<file path="config.mk">
export PLATFORM = sky130hd
export DESIGN_NAME = vga_board_capture
export DESIGN_NICKNAME = d
export VERILOG_FILES = /design/src/rtl/vga_board_capture.sv
export SDC_FILE = /design/constraint.sdc
export NUM_CORES = 1
export LEC_CHECK = 0
export ABC_AREA = 1
export CAP_MARGIN = 20
export CORE_MARGIN = 5
export CORE_UTILIZATION = 50
export CTS_BUF_LIST = sky130_fd_sc_hd__clkbuf_4
export DETAILED_ROUTE_END_ITERATION = 8
export PLACE_DENSITY = 0.71
export SLEW_MARGIN = 20
export SYNTH_ARGS = -nofsm -noshare
export SYNTH_HDL_FRONTEND = slang
export SYNTH_SLANG_ARGS = --single-unit
</file>
<file path="constraint.sdc">
create_clock -name clk -period 3.8 [get_ports clk]
set_input_delay 0.38 -clock clk [delete_from_list [all_inputs] [get_ports clk]]
set_output_delay 0.38 -clock clk [all_outputs]
set_load 0.05 [all_outputs]
</file>
<file path="src/rtl/vga_board_capture.sv">
// Receive-side monitor for the Game of Life VGA output: recovers pixel timing
// from hsync/vsync, samples each cell centre and publishes the board once per frame.
module vga_board_capture #(
    parameter int H_VISIBLE       = 640,
    parameter int H_TOTAL         = 800,
    parameter int H_SYNC_START    = 656,
    parameter int V_VISIBLE       = 480,
    parameter int V_TOTAL         = 525,
    parameter int V_SYNC_START    = 490,
    parameter int CELL_SIZE       = 48,
    parameter int BOARD_W         = 8,
    parameter int BOARD_H         = 8,
    parameter int SYNC_ACTIVE_LOW = 1
) (
    input  logic                       clk,
    input  logic                       reset,
    input  logic [7:0]                 vga_in,
    output logic [BOARD_W*BOARD_H-1:0] board,
    output logic                       board_valid,
    output logic                       board_changed,
    output logic                       decode_err,
    output logic                       locked,
    output logic                       sync_err,
    output logic [15:0]                frame_cnt
);

    localparam int NCELL = BOARD_W * BOARD_H;
    localparam int H_W   = $clog2(H_TOTAL);
    localparam int V_W   = $clog2(V_TOTAL);
    localparam int CW    = $clog2(BOARD_W);
    localparam int RW    = $clog2(BOARD_H);
    localparam int IW    = $clog2(NCELL);
    localparam int X0    = (H_VISIBLE - CELL_SIZE * BOARD_W) / 2;
    localparam int Y0    = (V_VISIBLE - CELL_SIZE * BOARD_H) / 2;

    typedef enum logic [1:0] {HUNT, HLOCK, LOCKED} state_t;

    state_t           state;
    logic             hs_prev, vs_prev;
    logic [H_W-1:0]   h_cnt;
    logic [V_W-1:0]   v_cnt;
    logic             frame_ok;
    logic [NCELL-1:0] shadow;
    logic             err_acc;

    // Incremental sample-point trackers: next column x / next row y to hit.
    logic [H_W-1:0]   col_x;
    logic [CW-1:0]    col_idx;
    logic             col_done;
    logic [V_W-1:0]   row_y;
    logic [RW-1:0]    row_idx;
    logic             row_done;

    logic             hs_act, vs_act, hs_edge, vs_edge, vs_edge_eff;
    logic             h_mis, v_mis;
    logic [H_W-1:0]   h_eff, h_next;
    logic [V_W-1:0]   v_eff, v_next;
    logic             h_last, frame_start, frame_end;
    logic             col_hit, row_hit, samp;
    logic [5:0]       colour;
    logic             pix_alive, pix_bad;
    logic [IW-1:0]    cell_idx;

    assign hs_act = vga_in[7] ^ (SYNC_ACTIVE_LOW != 0);
    assign vs_act = vga_in[3] ^ (SYNC_ACTIVE_LOW != 0);
    assign hs_edge = hs_act & ~hs_prev;
    assign vs_edge = vs_act & ~vs_prev;

    // {r1,r0,g1,g0,b1,b0}
    assign colour    = {vga_in[0], vga_in[4], vga_in[1], vga_in[5], vga_in[2], vga_in[6]};
    assign pix_alive = (colour == 6'h00);
    assign pix_bad   = (colour != 6'h00) && (colour != 6'h3F);

    assign locked = (state == LOCKED);

    always_comb begin
        h_mis       = hs_edge && (state != HUNT) && (h_cnt != H_W'(H_SYNC_START));
        // An hsync mismatch wins; a coincident vsync edge is dropped entirely.
        vs_edge_eff = vs_edge && !h_mis;
        v_mis       = vs_edge_eff && (state == LOCKED) && (v_cnt != V_W'(V_SYNC_START));
        h_eff       = hs_edge ? H_W'(H_SYNC_START) : h_cnt;
        v_eff       = vs_edge_eff ? V_W'(V_SYNC_START) : v_cnt;
        h_last      = (h_eff == H_W'(H_TOTAL - 1));

        if (hs_edge)
            h_next = H_W'(H_SYNC_START + 1);
        else if (h_last)
            h_next = '0;
        else
            h_next = h_eff + 1'b1;

        if (h_last)
            v_next = (v_eff == V_W'(V_TOTAL - 1)) ? '0 : v_eff + 1'b1;
        else
            v_next = v_eff;

        frame_start = (h_eff == '0) && (v_eff == '0);
        frame_end   = (h_eff == '0) && (v_eff == V_W'(V_VISIBLE));
        col_hit     = (h_eff == col_x) && !col_done;
        row_hit     = (v_eff == row_y) && !row_done;
        samp        = (state == LOCKED) && col_hit && row_hit;
        cell_idx    = IW'(int'(row_idx) * BOARD_W + int'(col_idx));
    end

    always_ff @(posedge clk) begin
        if (reset) begin
            state         <= HUNT;
            hs_prev       <= 1'b0;
            vs_prev       <= 1'b0;
            h_cnt         <= '0;
            v_cnt         <= '0;
            frame_ok      <= 1'b0;
            shadow        <= '0;
            err_acc       <= 1'b0;
            col_x         <= H_W'(X0 + CELL_SIZE / 2);
            col_idx       <= '0;
            col_done      <= 1'b0;
            row_y         <= V_W'(Y0 + CELL_SIZE / 2);
            row_idx       <= '0;
            row_done      <= 1'b0;
            board         <= '0;
            board_valid   <= 1'b0;
            board_changed <= 1'b0;
            decode_err    <= 1'b0;
            sync_err      <= 1'b0;
            frame_cnt     <= '0;
        end else begin
            hs_prev       <= hs_act;
            vs_prev       <= vs_act;
            h_cnt         <= h_next;
            v_cnt         <= v_next;
            board_valid   <= 1'b0;
            board_changed <= 1'b0;
            decode_err    <= 1'b0;
            sync_err      <= 1'b0;

            if (state == LOCKED && frame_start)
                frame_ok <= 1'b1;

            case (state)
                HUNT: begin
                    if (hs_edge)
                        state <= HLOCK;
                end
                HLOCK: begin
                    if (h_mis) begin
                        sync_err <= 1'b1;
                        frame_ok <= 1'b0;
                    end else if (vs_edge) begin
                        state <= LOCKED;
                    end
                end
                LOCKED: begin
                    if (h_mis) begin
                        sync_err <= 1'b1;
                        frame_ok <= 1'b0;
                        state    <= HLOCK;
                    end else if (v_mis) begin
                        sync_err <= 1'b1;
                        frame_ok <= 1'b0;
                    end
                end
                default: state <= HUNT;
            endcase

            if (h_eff == '0) begin
                col_x    <= H_W'(X0 + CELL_SIZE / 2);
                col_idx  <= '0;
                col_done <= 1'b0;
            end else if (col_hit) begin
                col_x    <= col_x + H_W'(CELL_SIZE);
                col_idx  <= col_idx + 1'b1;
                col_done <= (col_idx == CW'(BOARD_W - 1));
            end

            // Row advances on the last pixel of a sampling line.
            if (frame_start) begin
                row_y    <= V_W'(Y0 + CELL_SIZE / 2);
                row_idx  <= '0;
                row_done <= 1'b0;
            end else if (h_last && row_hit) begin
                row_y    <= row_y + V_W'(CELL_SIZE);
                row_idx  <= row_idx + 1'b1;
                row_done <= (row_idx == RW'(BOARD_H - 1));
            end

            if (frame_start) begin
                shadow  <= '0;
                err_acc <= 1'b0;
            end else if (samp) begin
                shadow[cell_idx] <= pix_alive;
                if (pix_bad)
                    err_acc <= 1'b1;
            end

            if (frame_end && state == LOCKED && frame_ok) begin
                board         <= shadow;
                board_changed <= (shadow != board);
                decode_err    <= err_acc;
                board_valid   <= 1'b1;
                frame_cnt     <= frame_cnt + 16'd1;
            end
        end
    end

endmodule

</file>
======== Word level (Yosys, flattened, before mapping) ========
Index checks and enable logic that the tools add are counted.
cells by class
  add/sub/neg operators ................... 8
  magnitude comparators ................... 2
  equality and inequality tests ........... 17
  mux-type cells .......................... 24
  bitwise logic cells ..................... 7
  reductions and logical operators ........ 32
operators with widths
  operator                                                                             count
  64-bit bitwise mux                                                                   1
  64-bit != test                                                                       1
  10-bit 2-to-1 mux                                                                    6
  10-bit by 1-bit adder with 10-bit output, second input constant                      2
  10-bit by 6-bit adder with 10-bit output, second input constant                      2
  10-bit == test                                                                       2
  10-bit == test, second input constant                                                2
  10-bit logical NOT                                                                   2
  1-bit logical AND                                                                    17
  16-bit by 1-bit adder with 16-bit output, second input constant                      1
  10-bit by 9-bit == test with 1-bit output, second input constant                     1
  10-bit != test, second input constant                                                1
  10-bit by 9-bit != test with 1-bit output, second input constant                     1
  1-bit 2-to-1 mux                                                                     9
  2-bit 2-to-1 mux                                                                     4
  6-bit by 7-bit < comparator with 1-bit output, second input constant                 1
  3-bit by 1-bit adder with 3-bit output, second input constant                        2
  6-bit by 3-bit adder with 6-bit output                                               1
  1-bit demux with 6-bit select                                                        1
  3-bit == test, second input constant                                                 2
  6-bit by 1-bit greater-or-equal comparator with 1-bit output, second input constant  1
  6-bit logical NOT                                                                    1
  2-bit != test, second input constant                                                 3
  6-bit != test, second input constant                                                 1
  15 further kinds                                                                     25
word-level totals
  register bits after elaboration ......... 202
  input bits .............................. 10
  output and inout bits ................... 85
  word-level logic and storage cells ...... 111

======== Depth between registers and ports, before layout ========
  depth after elaboration ................. 14
  gate-level depth with buffers ........... 23
  depth with buffers taken out ............ 20

======== Worst setup path before layout ========
No wires, ideal clock.
  path kind ............................... input-to-reg
  start point ............................. in vga_in[7]
  end point ............................... reg shadow[21]
  setup time .............................. 132 ps
  arrival time ............................ 2627 ps
  path slack .............................. 1041 ps
  stages .................................. 21
  cell sequence ........................... nor2_4 > inv_2 > nor2_2 > nand2_1 > nand2_2 > buf_6 > buf_2 > inv_1 > nor2_1 > ha_1 > inv_1 > a21oi_1 > nand2_1 > nor2_1 > nand2_1 > nor2_4 > buf_4 > buf_2 > nand3_1 > nand2_1 > a21oi_1
between the ends
  cells in the longest elaborated chain, start to end .. 10
  elaborated cells on any way between the ends .. 18
  classes of those cells .................. eq/ne: 2; mux: 2; bitwise: 2; reduce/logical: 12
RTL lines
  what                                                     line     text
  start, declared                                          17       input logic [7:0] vga_in,
  1-bit NOT (no line) (*)                                  n/a
  1-bit AND (*)                                            66       assign hs_edge = hs_act & ~hs_prev;
  1-bit logical AND (2 in a row)                           77       h_mis = hs_edge && (state != HUNT) && (h_cnt != H_W'(H_SYNC_START));
  1-bit logical NOT                                        79       vs_edge_eff = vs_edge && !h_mis;
  1-bit logical AND                                        79
  10-bit 2-to-1 mux                                        82       v_eff = vs_edge_eff ? V_W'(V_SYNC_START) : v_cnt;
  10-bit == test or 10-bit logical NOT (tied branches)     100, 97
  1-bit logical AND, on equally long branches              100, 97
  1-bit logical AND or 2-bit OR reduction (tied branches)  n/a
  end signal, assigned by index                            191      shadow[cell_idx] <= pix_alive;
  end, declared                                            43       logic [NCELL-1:0] shadow;
Every way passes the cells marked *; elsewhere a longest branch is shown, timed or not.
A chain may end at the register's enable or synchronous reset.

======== Final worst setup path ========
  start point ............................. reg hs_prev
  end point ............................... reg shadow[54]
between the ends
  cells in the longest elaborated chain, start to end .. 10
  elaborated cells on any way between the ends .. 18
  classes of those cells .................. eq/ne: 2; mux: 2; bitwise: 2; reduce/logical: 12
RTL lines
  what                                                     line     text
  start, declared                                          39       logic hs_prev, vs_prev;
  start signal, assigned                                   128      hs_prev <= hs_act;
  1-bit NOT (*)                                            66
  1-bit AND (*)                                            66
  1-bit logical AND (2 in a row)                           77
  1-bit logical NOT                                        79
  1-bit logical AND                                        79
  10-bit 2-to-1 mux                                        82
  10-bit == test or 10-bit logical NOT (tied branches)     100, 97
  1-bit logical AND, on equally long branches              100, 97
  1-bit logical AND or 2-bit OR reduction (tied branches)  n/a
Marks and branches as above.

==> impl_metrics.yaml <==
cts:
  numCtsBuffers: 17
  htree_num_levels: 4
  holdBufCountCts: 0
  cts-resized-gates: 0
  cts.clk_slew.worst_paths_ns: 0.15
  cts_max_path_buffers: 2
  clock_latency_ns: 0.58
  post-cts-setup-buffers: 0
  cts_tree: "built"
  clock_sinks: 194
  cts_root_buf: "clkbuf_4"
sta:
  tightestPinTransition_ns: 0.968
  grt_setup_unrepaired: "false"
  max_freq_mhz: 348
  slew_headroom_pct: 34.9
  fin_crit_sh_pct: 75.6
  finClkSkew_ns: 0.0189
  setup_viol: 0
  fin_crit_ns: 2.87
  hold_viol: 0
  setup_tns_ns: 0
  slew_violations: 0
synth:
  yosys-top-cells-area: "dfxtp_1 (40%), nor2_1 (9.2%), nand2_1 (7.4%)"
  seq_area_frac_synth_pct: 40.3
  syn_inst: 1361
  synth.avg_cell_area_um2: 7.09
  ys_seq_elements: 194
  ys_types: 36
  syn_nets: 1385
  synth_edf_count: 0
  ys.flop_type: "dfxtp_1"
  synth_top_area_share_pct: 40.3
  ys_warn_count: 0
  synth_largest_area_cell: "dfxtp_1"
  synthArstFlopShare_pct: 0
  synthesis.area_mm2: 0.00964
global_routing:
  antenna_found_initial: 1
  grt_pass1_wl_um: 42600
  grt_max_degree: 130
  grt_pass1_vias: 8410
  grt_overflow: 0
  track_usage_pct: 23.5
setup_path:
  critPathLaunchType: "register"
  required_ns: 4.26
  crit_type: "register to register"
  endpoint_kind: "register"
  cp.arrival_ns: 3.33
  crit_fanout: 129
  reg2reg_depth: 18
routing:
  first_iter_violations: 767
  ant_nets: 0
  num_vias: 9290
  post_drt_wl_per_cell_um: 15.3
  route.detailed.drc: 0
  wl_um: 25800
  avgViaCountPerCell: 5.49
  first_pass_iters: 5
run_status:
  outcome: "finished clean"
power:
  ir_drop_mv: 0.184
  powerDensity_mw_per_mm2: 332
  power.leakage_nw: 4.09
floorplanning:
  design.core.area_mm2: 0.0188
  rows: 50
  die_area_mm2: 0.0222
  die_h_um: 149
  die_w_um: 149
  ios: 95
  start_util_pct: 51.2
worst_hold_path:
  whs_path_depth: 2
  hp-class: "primary input to register"
cells_and_area:
  finalNetCount: 1441
  final_common_cell: "nor2_1"
  synthToLayoutAreaGrowth_pct: 15.0
  mostFrequentLayoutCells: "nor2_1 (236), dfxtp_1 (194), nand2_1 (190), nand3_1 (114), a21oi_1 (111)"
  drive_above_1_share_pct: 4.48
  final_cell_count_no_fill: 1691
  fill_cells: 1813
place:
  gp_congestion: 0.932
  hpwlAfterDp_um: 17500
  portBuffers: 94
  dp.cells: 1658
job:
  maxCapViolCount: 0
-- layer usage --
metal / GRT usage (%) / wire, um / part of all wire [%] / vias to the layer above
met3: 4.19 / 1390 / 5.4 / 41
met5: 0 / 0 / 0 / -
met4: 7.32 / 588 / 2.3 / 0
met2: 38.8 / 12200 / 47 / 279
li1: - / - / - / 4690
met1: 31.2 / 11600 / 45 / 4280
-- sequential cells by signal (all words and copies together), names as in the netlist, 2 cells and up --
| signal | cells |
|---|---|
| board | 64 |
| frame_cnt | 16 |
| shadow | 64 |
| h_cnt | 10 |
| col_idx | 3 |
| col_x | 6 |
| row_idx | 3 |
| state | 2 |
| row_y | 6 |
| v_cnt | 10 |
-- critical path, stage by stage (launching register included) --
cell and delay [ns]:
dfxtp_1 0.35, nor2_4 0.22, inv_2 0.13, nor2_2 0.10, nand2_1 0.12, nand2_2 0.09, inv_1 0.05, nor2_1 0.15
ha_1 0.19, inv_1 0.06, a21oi_1 0.13, nand2_1 0.07, nor2_1 0.09, nand2_1 0.09, nor2_4 0.16, buf_12 0.40
nand3_1 0.14, nand2_1 0.09, a21oi_1 0.05
-- Yosys cell counts (6+ instances only) --
| cell | n |
|---|---|
| buf_2 | 24 |
| a21oi_1 | 111 |
| nand2_1 | 191 |
| ha_1 | 14 |
| dfxtp_1 | 194 |
| buf_4 | 8 |
| nor4_1 | 10 |
| nand4_1 | 101 |
| xor2_1 | 12 |
| xnor2_1 | 58 |
| nor3_1 | 30 |
| inv_1 | 95 |
| clkbuf_1 | 32 |
| nor2_1 | 236 |
| or2_2 | 6 |
| o21ai_0 | 86 |
| nand3_1 | 114 |
-- worst paths after layout --
kind                                start                       to  slack [ns]
setup / recovery       hs_prev$_SDFF_PP0_  shadow[54]$_SDFFE_PP0P_        0.93
hold / removal                  vga_in[3]       vs_prev$_SDFF_PP0_        0.36
setup reg to reg       hs_prev$_SDFF_PP0_  shadow[54]$_SDFFE_PP0P_        0.93
hold reg to reg   shadow[55]$_SDFFE_PP0P_  shadow[55]$_SDFFE_PP0P_        0.47
-- cells by family after synthesis --
kind of cell,after synthesis,synth area share (%)
and+or+nand+nor,702,32.9
AOI/OAI and AO/OA,213,11.5
DFF,194,40.3
buffers and inverters,168,7.24
xor gates and xnor gates,70,6.36
adders and majority gates,14,1.82
-- stage by stage --
stage / hold slack [ns] / utilization [%] / cell area, um2 / power, W / worst slack (ns)
after floorplan: 0.424 / - / 9640 / 0.00239 / 1.04
after global placement: 0.447 / 57.2 / 10800 / 0.00247 / 0.534
after detailed placement: 0.454 / 57.2 / 10800 / 0.00247 / 0.413
after CTS: 0.317 / 58.9 / 11100 / 0.00371 / 0.976
after global routing: 0.341 / 58.9 / 11100 / 0.00384 / 0.544
final: 0.355 / 58.9 / 11100 / 0.00368 / 0.926
-- final cells by class --
type                    count  area (um2)  area share (%)
multi-input cells         999        5080            45.8
flip-flops and latches    194        3880            35.0
repair buffers            106        1110            9.97
inverters                  99         372            3.35
well taps                 260         325            2.93
clock inverters            13         185            1.67
clock buffers              19         143            1.29
diodes                      1        2.50          0.0226
-- where the power goes --
group / internal, W / total (W) / switching [W]
Sequential: 0.00206 / 0.00207 / 0.0000150
Combinational: 0.000107 / 0.000356 / 0.000250
Clock: 0.000537 / 0.00125 / 0.000717
No activity file was read; power rests on OpenSTA's default activity.
==> RTL edit, RTL diff (config.mk and constraints unchanged) <==
The parameter `H_TOTAL` goes from 800 to 400.
--- a/src/rtl/vga_board_capture.sv
+++ b/src/rtl/vga_board_capture.sv
@@ -2,7 +2,7 @@
 // from hsync/vsync, samples each cell centre and publishes the board once per frame.
 module vga_board_capture #(
     parameter int H_VISIBLE       = 640,
-    parameter int H_TOTAL         = 800,
+    parameter int H_TOTAL         = 400,
     parameter int H_SYNC_START    = 656,
     parameter int V_VISIBLE       = 480,
     parameter int V_TOTAL         = 525,
Behaviour: no difference found for any inputs over 10 cycles, from zero or initial values and one cycle with reset high; that may be too few to reach the edited logic, so the function may still have changed.
==> RTL edit against the unedited design <==
Sequential share of layout area shrank 0.62 points; power grew 0.34%; highest routed layer unchanged; cell area rose by 0.74%; synthesized area rose by 1.5%; largest cell class unchanged; wire length is 5.6% higher; worst setup slack worse by 0.18 ns; sequential cell count decreased by 2; die area rose by 1.4%.
==> RTL edit: results (changes against the unedited design) <==
* Top post-synthesis cells by area: dfxtp_1 39%, nand4_1 10%, nor2_1 9.2%
* Global-route usage over all layers at 24.6% (+1.1 points)
* Clock Power Share at 31.1% (-2.9 points)
* Iteration-0 DRC Markers at 880 (+15%)
* Share of post-route cells with drive strength above 1 at 5.67% (+1.2 points)
* Critical R2R Launch: state[0]
* CP max stage cell: dfxtp_1
* Largest stage delay on the critical path at 0.38 ns (-0.02 ns)
* Number of library cell types mapped by synthesis at 44 (+22%)
* Clk pwr at 0.00115 W (-8%)
* Synthesized area per cell at 7.18 um2 (+1.4%)
* Status: finished clean
* DRT Pass-1 Iters at 5 (unchanged)
* R2R cell count at 15 (-3)
* CP arrival at 3.53 ns (+0.20 ns)
* Via count at 9707 (+4.5%)
* Worst hold start: vga_in[3]
* Worst slack, placed at 0.451 ns (+0.0375 ns)
* Switching Share at 30.1% (+3.5 points)
* Hold crit path type: in2reg
* FF-to-FF End: frame_cnt[13]
* Leakage at 3.71 nW (-9.2%)
* Critical Path Fanout Max at 25 (-81%)
* Worst VDD drop at 0.000168 V (-9.0%)
* Vias in the first global route at 8866 (+5.4%)
* Minimum hold slack at 0.347 ns (-0.00798 ns)
* Share of Yosys cell area claimed by the top area cell type at 39.3% (-1.0 points)
* Syn_nets at 1387 (+0.14%)
* Worst-margin pin slew at 0.715 ns (-0.254 ns)
* First-pass GRT wire length at 45100 um (+5.7%)
* Setup slack, reg-to-reg at 0.75 ns (-0.18 ns)
* Largest net degree at the start of global routing at 65 (-50%)
* Clk_skew at 0.0217 ns (+0.00277 ns)
* Sequential share of the synthesized area at 39.3% (-1.0 points)
* Setup_tns at 0 ns (unchanged)
* Via density at 5.73 (+4.2%)
* Post-synth top cells: 241 x nor2_1, 199 x nand2_1, 192 x dfxtp_1, 157 x nand4_1, 117 x a21oi_1
* Clock transition at the registers of the reported paths at 0.15 ns (about the same)
* GPL Wtd Cong at 0.949 (+1.8%)
* Final HPWL DP at 18400 um (+4.9%)
-- RTL edit: changes by cell type after synthesis, moves of 8 or more --
cell / unedited run / this run
nand3_1: 114 / 45
nand4_1: 101 / 157
buf_2: 24 / 44
clkbuf_1: 32 / 22
nor3_1: 30 / 20
nand2_1: 191 / 199
-- RTL edit: through the flow --
stage / area, um2 / utilization, %
2_1_floorplan: 9790 / -
3_3_place_gp: 10900 / 56.1
3_5_place_dp: 10900 / 56.1
4_1_cts: 11200 / 57.6
5_1_grt: 11200 / 57.6
6_report: 11200 / 57.6
-- RTL edit: cell type report --
type | instances | area, um2
well taps | 265 | 332
fillers | 1890 | 8220
repair buffers | 110 | 1160
flip-flops and latches | 192 | 3840
multi-input cells | 1001 | 5200
clock buffers | 17 | 128
clock inverters | 15 | 159
inverters | 94 | 353
diodes | 1 | 2.50
-- RTL edit: how the worst max path moves through the flow --
stage,startpoint,end,slack (ns),cells after the start
after floorplan,state[0],frame_cnt[7],1.31,16
after CTS,state[0],frame_cnt[11],0.78,15
after global placement,vga_in[7],frame_cnt[15],0.52,16
final,state[0],frame_cnt[13],0.75,15
after global routing,state[0],shadow[15],0.39,15
after detailed placement,vga_in[7],frame_cnt[11],0.45,16
-- RTL edit: layer usage --
metal  vias to the layer above  GRT usage, %  routed length [um]
li1                       4753             -                   -
met1                      4511          34.1               12100
met2                       394          37.8               12200
met3                        49          5.36                2310
met4                         0          8.65                 652
met5                         -             0                   0
-- RTL edit: logic make-up after synthesis --
family / count (synthesis) / share of synthesized area (%)
AND/OR/NAND/NOR: 703 / 33.4
AO/OA/AOI/OAI: 218 / 11.8
flip-flops: 192 / 39.3
buffers and inverters: 170 / 7.81
XOR/XNOR: 66 / 5.90
adder cells (fa/ha/maj): 14 / 1.79
